===== src/rtl/sample_stream_pkg.sv =====
// Shared types and constants for the tagged sample-stream mux.
// Frame header is {seq, ch}; payload is sent least significant byte first.
package sample_stream_pkg;

    typedef enum logic [1:0] {
        IDLE,
        HEADER,
        TIMESTAMP,
        PAYLOAD
    } state_t;

    localparam int HEADER_CH_WIDTH = 4;
    localparam int SEQ_WIDTH       = 4;
    localparam int TIMESTAMP_WIDTH = 16;

    function automatic int bytes_per_sample(input int width);
        return width / 8;
    endfunction

endpackage


===== src/rtl/rr_arbiter.sv =====
// Combinational round-robin arbiter.
// Searches req upward from ptr, wrapping, and grants the first hit.
module rr_arbiter #(
    parameter int N = 4
) (
    input  logic [N-1:0]                      req,
    input  logic [$clog2((N > 1) ? N : 2)-1:0] ptr,
    input  logic                              enable,
    output logic [N-1:0]                      grant,
    output logic [$clog2((N > 1) ? N : 2)-1:0] grant_idx,
    output logic                              any_grant
);
    import sample_stream_pkg::*;

    localparam int PW = $clog2((N > 1) ? N : 2);

    logic [PW-1:0] idx;

    // first requester at or after ptr, modulo N
    always_comb begin
        grant     = '0;
        grant_idx = '0;
        any_grant = 1'b0;
        idx       = '0;
        for (int i = 0; i < N; i++) begin
            idx = PW'((int'(ptr) + i) % N);
            if (enable && !any_grant && req[idx]) begin
                grant[idx] = 1'b1;
                grant_idx  = idx;
                any_grant  = 1'b1;
            end
        end
    end

endmodule


===== src/rtl/sample_stream_mux.sv =====
// N-channel AXIS sample mux producing tagged byte frames.
// Optional SAMPLE_STREAM_MUX_TIMESTAMP_EN inserts a 16-bit timestamp.
module sample_stream_mux #(
    parameter int NUM_CHANNELS = 4,
    parameter int SAMPLE_WIDTH = 32,
    parameter int SEQ_WIDTH    = 4
) (
    input  logic                                 clk,
    input  logic                                 rst,
    input  logic [NUM_CHANNELS*SAMPLE_WIDTH-1:0] s_tdata,
    input  logic [NUM_CHANNELS-1:0]              s_tvalid,
    output logic [NUM_CHANNELS-1:0]              s_tready,
    output logic [7:0]                           m_tdata,
    output logic                                 m_tvalid,
    input  logic                                 m_tready,
    output logic                                 m_tlast,
    output logic [31:0]                          frames_sent
);
    import sample_stream_pkg::*;

    localparam int NB = bytes_per_sample(SAMPLE_WIDTH);
    localparam int PW = $clog2((NUM_CHANNELS > 1) ? NUM_CHANNELS : 2);
    localparam int BW = $clog2((NB > 1) ? NB : 2);

    state_t                  state;
    logic [SAMPLE_WIDTH-1:0] sample_q;
    logic [SAMPLE_WIDTH-1:0] sel_sample;
    logic [7:0]              sample_bytes [NB];
    logic [PW-1:0]           ch_q;
    logic [PW-1:0]           ptr;
    logic [PW-1:0]           grant_idx;
    logic [SEQ_WIDTH-1:0]    seq_q [NUM_CHANNELS];
    logic [BW-1:0]           byte_idx;
    logic [BW-1:0]           nxt_idx;
    logic [NUM_CHANNELS-1:0] grant;
    logic                    any_grant;
    logic                    arb_en;
    logic                    last_byte;
    logic [7:0]              hdr_byte;

`ifdef SAMPLE_STREAM_MUX_TIMESTAMP_EN
    logic [TIMESTAMP_WIDTH-1:0] cyc_cnt;
    logic [TIMESTAMP_WIDTH-1:0] ts_q;
    logic                       ts_hi;
`endif

    // inputs are only offered a grant between frames
    assign arb_en = (state == IDLE) && !rst;

    rr_arbiter #(
        .N(NUM_CHANNELS)
    ) u_arb (
        .req      (s_tvalid),
        .ptr      (ptr),
        .enable   (arb_en),
        .grant    (grant),
        .grant_idx(grant_idx),
        .any_grant(any_grant)
    );

    assign s_tready  = grant;
    assign nxt_idx   = byte_idx + BW'(1);
    assign last_byte = (byte_idx == BW'(NB - 1));
    assign hdr_byte  = {seq_q[grant_idx],
                        HEADER_CH_WIDTH'(grant_idx)};

    // pick the granted channel's sample word
    always_comb begin
        sel_sample = '0;
        for (int k = 0; k < NUM_CHANNELS; k++) begin
            if (grant[k]) begin
                sel_sample = s_tdata[k*SAMPLE_WIDTH +: SAMPLE_WIDTH];
            end
        end
    end

    // split the latched sample into payload bytes, LSB first
    always_comb begin
        for (int b = 0; b < NB; b++) begin
            sample_bytes[b] = sample_q[8*b +: 8];
        end
    end

`ifdef SAMPLE_STREAM_MUX_TIMESTAMP_EN
    // free-running cycle counter stamped into each frame
    always_ff @(posedge clk or posedge rst) begin
        if (rst) begin
            cyc_cnt <= '0;
        end else begin
            cyc_cnt <= cyc_cnt + TIMESTAMP_WIDTH'(1);
        end
    end
`endif

    // frame FSM with registered AXIS output stage
    always_ff @(posedge clk or posedge rst) begin
        if (rst) begin
            state       <= IDLE;
            sample_q    <= '0;
            ch_q        <= '0;
            ptr         <= '0;
            byte_idx    <= '0;
            m_tdata     <= '0;
            m_tvalid    <= 1'b0;
            m_tlast     <= 1'b0;
            frames_sent <= '0;
            for (int k = 0; k < NUM_CHANNELS; k++) begin
                seq_q[k] <= '0;
            end
`ifdef SAMPLE_STREAM_MUX_TIMESTAMP_EN
            ts_q        <= '0;
            ts_hi       <= 1'b0;
`endif
        end else begin
            case (state)
                IDLE: begin
                    if (any_grant) begin
                        sample_q <= sel_sample;
                        ch_q     <= grant_idx;
                        m_tdata  <= hdr_byte;
                        m_tvalid <= 1'b1;
                        m_tlast  <= 1'b0;
                        byte_idx <= '0;
`ifdef SAMPLE_STREAM_MUX_TIMESTAMP_EN
                        ts_q     <= cyc_cnt;
                        ts_hi    <= 1'b0;
`endif
                        state    <= HEADER;
                    end
                end
                HEADER: begin
                    if (m_tready) begin
`ifdef SAMPLE_STREAM_MUX_TIMESTAMP_EN
                        m_tdata <= ts_q[7:0];
                        state   <= TIMESTAMP;
`else
                        m_tdata <= sample_bytes[0];
                        m_tlast <= (NB == 1);
                        state   <= PAYLOAD;
`endif
                    end
                end
`ifdef SAMPLE_STREAM_MUX_TIMESTAMP_EN
                TIMESTAMP: begin
                    if (m_tready) begin
                        if (!ts_hi) begin
                            m_tdata <= ts_q[15:8];
                            ts_hi   <= 1'b1;
                        end else begin
                            m_tdata <= sample_bytes[0];
                            m_tlast <= (NB == 1);
                            state   <= PAYLOAD;
                        end
                    end
                end
`endif
                PAYLOAD: begin
                    if (m_tready) begin
                        if (last_byte) begin
                            frames_sent <= frames_sent + 32'd1;
                            seq_q[ch_q] <= seq_q[ch_q] + SEQ_WIDTH'(1);
                            ptr <= (ch_q == PW'(NUM_CHANNELS - 1))
                                   ? '0 : ch_q + PW'(1);
                            m_tvalid <= 1'b0;
                            m_tlast  <= 1'b0;
                            byte_idx <= '0;
                            state    <= IDLE;
                        end else begin
                            m_tdata  <= sample_bytes[nxt_idx];
                            m_tlast  <= (nxt_idx == BW'(NB - 1));
                            byte_idx <= nxt_idx;
                        end
                    end
                end
                default: begin
                    state <= IDLE;
                end
            endcase
        end
    end

endmodule


===== config.mk =====
export PLATFORM = sky130hd
export DESIGN_NAME = sample_stream_mux
export DESIGN_NICKNAME = d
export VERILOG_FILES = /design/src/rtl/sample_stream_pkg.sv /design/src/rtl/rr_arbiter.sv /design/src/rtl/sample_stream_mux.sv
export SDC_FILE = /design/constraint.sdc
export NUM_CORES = 1
export LEC_CHECK = 0
export ABC_CLOCK_PERIOD_IN_PS = 4000
export CORE_UTILIZATION = 40
export DETAILED_ROUTE_END_ITERATION = 8
export PLACE_DENSITY = 0.7
export SLEW_MARGIN = 15
export SYNTH_ARGS = -nofsm -noshare
export SYNTH_HDL_FRONTEND = slang
export SYNTH_HIERARCHICAL = 1
export SYNTH_SLANG_ARGS = --single-unit

===== constraint.sdc =====
create_clock -name clk -period 4 [get_ports clk]
set_clock_uncertainty 0.1 [all_clocks]
set_input_delay 0.6 -clock clk [delete_from_list [all_inputs] [get_ports clk]]
set_output_delay 0.6 -clock clk [all_outputs]
set_load 0.01 [all_outputs]

==> impl_metrics.yaml <==
clocking:
  cts_sinks: 98
  clkLatencyLatePin_ps: 350
  cts_htree_levels: 3
  cts_tree: "yes"
  cts_buffer_depth: 2
  root_buffer: "clkbuf_16"
  cts_hold_buf: 0
  cts_buffers: 9
  path_clk_slew_ps: 70
  postCtsSetupBuffers: 0
  post_cts_resized: 0
routing:
  drtIter0Drc: 366
  vias: 5600
  first_pass_iters: 9
  wl_um: 17100
  top_layer: "met4"
  drc: 8
  wl_met2_um: 8390
  wirelength_met1_um: 7180
  routed-wl-met3_um: 1170
  postRouteAntennaNets: 0
  viasPerCell: 5.65
  wl_per_cell_um: 17.2
layout:
  finish.utilization: 0.578
  layout.nets: 952
  fillers: 1263
  seq_area_um2: 2450
  final_area_um2: 8500
  antenna_cells: 0
  drive_gt1_frac: 0.107
  fin_cells: 991
  syn_to_final_growth_pct: 39.2
  multiInputGateArea_um2: 3290
synth:
  synth.cell_area_um2: 6110
  ys.flop_type: "dfrtp_1"
  synth_compound_area_frac: 0.201
  synth_seq_area_share: 0.402
  ys_async_sr_fraction: 1.00
  synth-adder-area-share: 0.0307
  yosysWarningCount: 6
  synth_xor_area_frac: 0.0473
  synthTopCellsByArea: "dfrtp_1, mux4_2, a221oi_1, a211o_1, nand2_1"
  synth_seq_cells: 98
  netlist.top_cell.by_area: "dfrtp_1"
  synth_nets: 789
  synthMuxAreaShare: 0.0924
  synthSimpleGateAreaFrac: 0.165
  yosysMostFrequentCell: "dfrtp_1"
  synth_top_family_by_area: "compound AO/OA/AOI/OAI gates"
  synthTopCellsByCount: "dfrtp_1, nand2_1, nor2_1"
  synth_top_area_frac: 0.402
  synth_edf_count: 0
  avgSynthCellArea_um2: 9.56
  synth_cell_types: 65
  syn_inst: 639
setup_path:
  critical_path.max_fanout: 9
  crit_top_cell: "clkdlybuf4s50_1"
  start_kind: "primary input"
  crit_type: "in2out"
  r2r_end: "sample_q[2]"
  endpoint_kind: "output pin"
  required_ps: 3300
  cp_slowest_cell: "clkdlybuf4s50_1"
  crit_arrival_ps: 3060
  timing.rr.start: "ptr[0]"
  slowest_delay_ps: 630
  r2r_setup_slack_ps: 600
  r2r_cells: 10
  crit_chain: "clkdlybuf4s50_1 > inv_1 > o32ai_1 > nor2_1 > nor4b_2 > a221o_2 > clkdlybuf4s50_1"
timing:
  relSlewSlack: 0.443
  rsz0062_at_grt: "false"
  period_needed_ps: 3760
  worst_pin_slew_ps: 828
  setup_slack_ps: 238
  hold_viol: 0
  finalCritPeriodShare: 0.941
  fin_setup_tns_ps: 0
  timing.fmax_mhz: 266
  slew_violations: 0
  setup_viol: 0
pwr:
  switching_power_uw: 1550
  power.density_nw_per_um2: 518
  seqPwrFrac: 0.341
  p_leak_uw: 0.00341
  clkPwrFrac: 0.229
  ir_worst_vdd_mv: 0.309
  p_int_uw: 2850
  switching_share: 0.352
  p_comb_frac: 0.430
floorplan:
  start_util: 0.415
  dieHeight_um: 126
  die_w_um: 126
  dieArea_um2: 15800
  io_pins: 181
  rows: 44
  core_area_um2: 14700
job:
  maxCapViolCount: 0
outcome:
  outcome: "finished with violations"
  violations: "DRC"
global_route:
  grt_max_degree: 65
  grt_overflow: 0
  grt_util_all_layers: 0.223
  antenna_found_initial: 0
  grt_pass1_wl_um: 28000
  grt_pass1_vias: 5569
min_path:
  hold_depth: 1
  min_to: "frames_sent[31]"
  hold_class: "reg2reg"
  worstHoldStart: "frames_sent[31]"
placement:
  preCtsSetupSlack_ps: 192
  hpwlAfterDp_um: 13100
  place_inst: 975
  port_buffers: 180
  post_dp_cell_area_um2: 8150
  routabilityCongestion: 0.874
[state kept, by name (all words and copies together) (netlist names)]
register	count
ch_q	2
byte_idx	2
seq_q	16
m_tlast	1
m_tdata	8
state	2
frames_sent	32
ptr	2
sample_q	32
m_tvalid	1
[cell usage in the layout, fill, tap and decap left out, types with 10 or more instances in the layout]
cell,synthesis,layout
nor2_1,59,58
xnor2_1,23,23
nand4_1,11,11
buf_4,1,17
ha_1,15,15
mux2_2,15,15
o21ai_0,10,10
a221oi_1,32,32
a211o_1,31,31
a21oi_1,20,20
nand3_1,20,20
mux4_2,14,14
xor2_1,10,10
inv_1,44,43
nand2_1,62,62
a31oi_1,34,34
dfrtp_1,98,98
clkdlybuf4s50_1,0,180
[metal layers]
metal / global-route usage / up-vias
li1: - / 2666
met1: 0.285 / 2687
met4: 0.0703 / 0
met2: 0.374 / 219
met3: 0.0522 / 28
met5: 0 / -
[power groups by stage]
stage / registers (uW) / clock network, uW / logic (uW)
finish: 1500 / 1010 / 1890
global route: 1540 / 1060 / 2090
global placement: 1510 / 0 / 1860
floorplan: 1440 / 0 / 1280
CTS: 1500 / 1020 / 1900
detailed placement: 1520 / 0 / 1890
[per-stage QoR]
step           hold WS (ps)  total power [uW]
2_1_floorplan           360              2720
3_3_place_gp            356              3370
3_5_place_dp            363              3410
4_1_cts                 373              4430
5_1_grt                 392              4690
6_report                368              4400
[area by class of cell]
cell class	instances	area share
inverters	44	0.0197
repair buffers	201	0.236
clock inverters	7	0.0147
multi-input cells	448	0.387
clock buffers	9	0.0265
flip-flops and latches	98	0.289
well taps	184	0.0271
[worst max path at each step]
stage	from	end	slack [ps]	cells after the start
6_report	s_tvalid[0]	s_tready[2]	240	7
5_1_grt	s_tvalid[0]	s_tready[2]	100	7
4_1_cts	s_tvalid[0]	s_tready[2]	270	7
3_5_place_dp	s_tvalid[0]	sample_q[2]	190	11
3_3_place_gp	s_tvalid[0]	sample_q[2]	300	11
2_1_floorplan	ptr[0]	sample_q[0]	430	15
[kinds of logic after synthesis]
family,Yosys count
AOI/OAI and AO/OA,164
xor gates and xnor gates,33
adders and majority gates,15
buffers and inverters,93
DFF,98
muxes,37
and+or+nand+nor,199
[critical path: cells and delay by family]
family / cells / cell delay (ps)
AND/OR/NAND/NOR: 2 / 530
buffers and inverters: 3 / 1290
AO/OA/AOI/OAI: 2 / 640
Power figures use the tool's default switching activity.
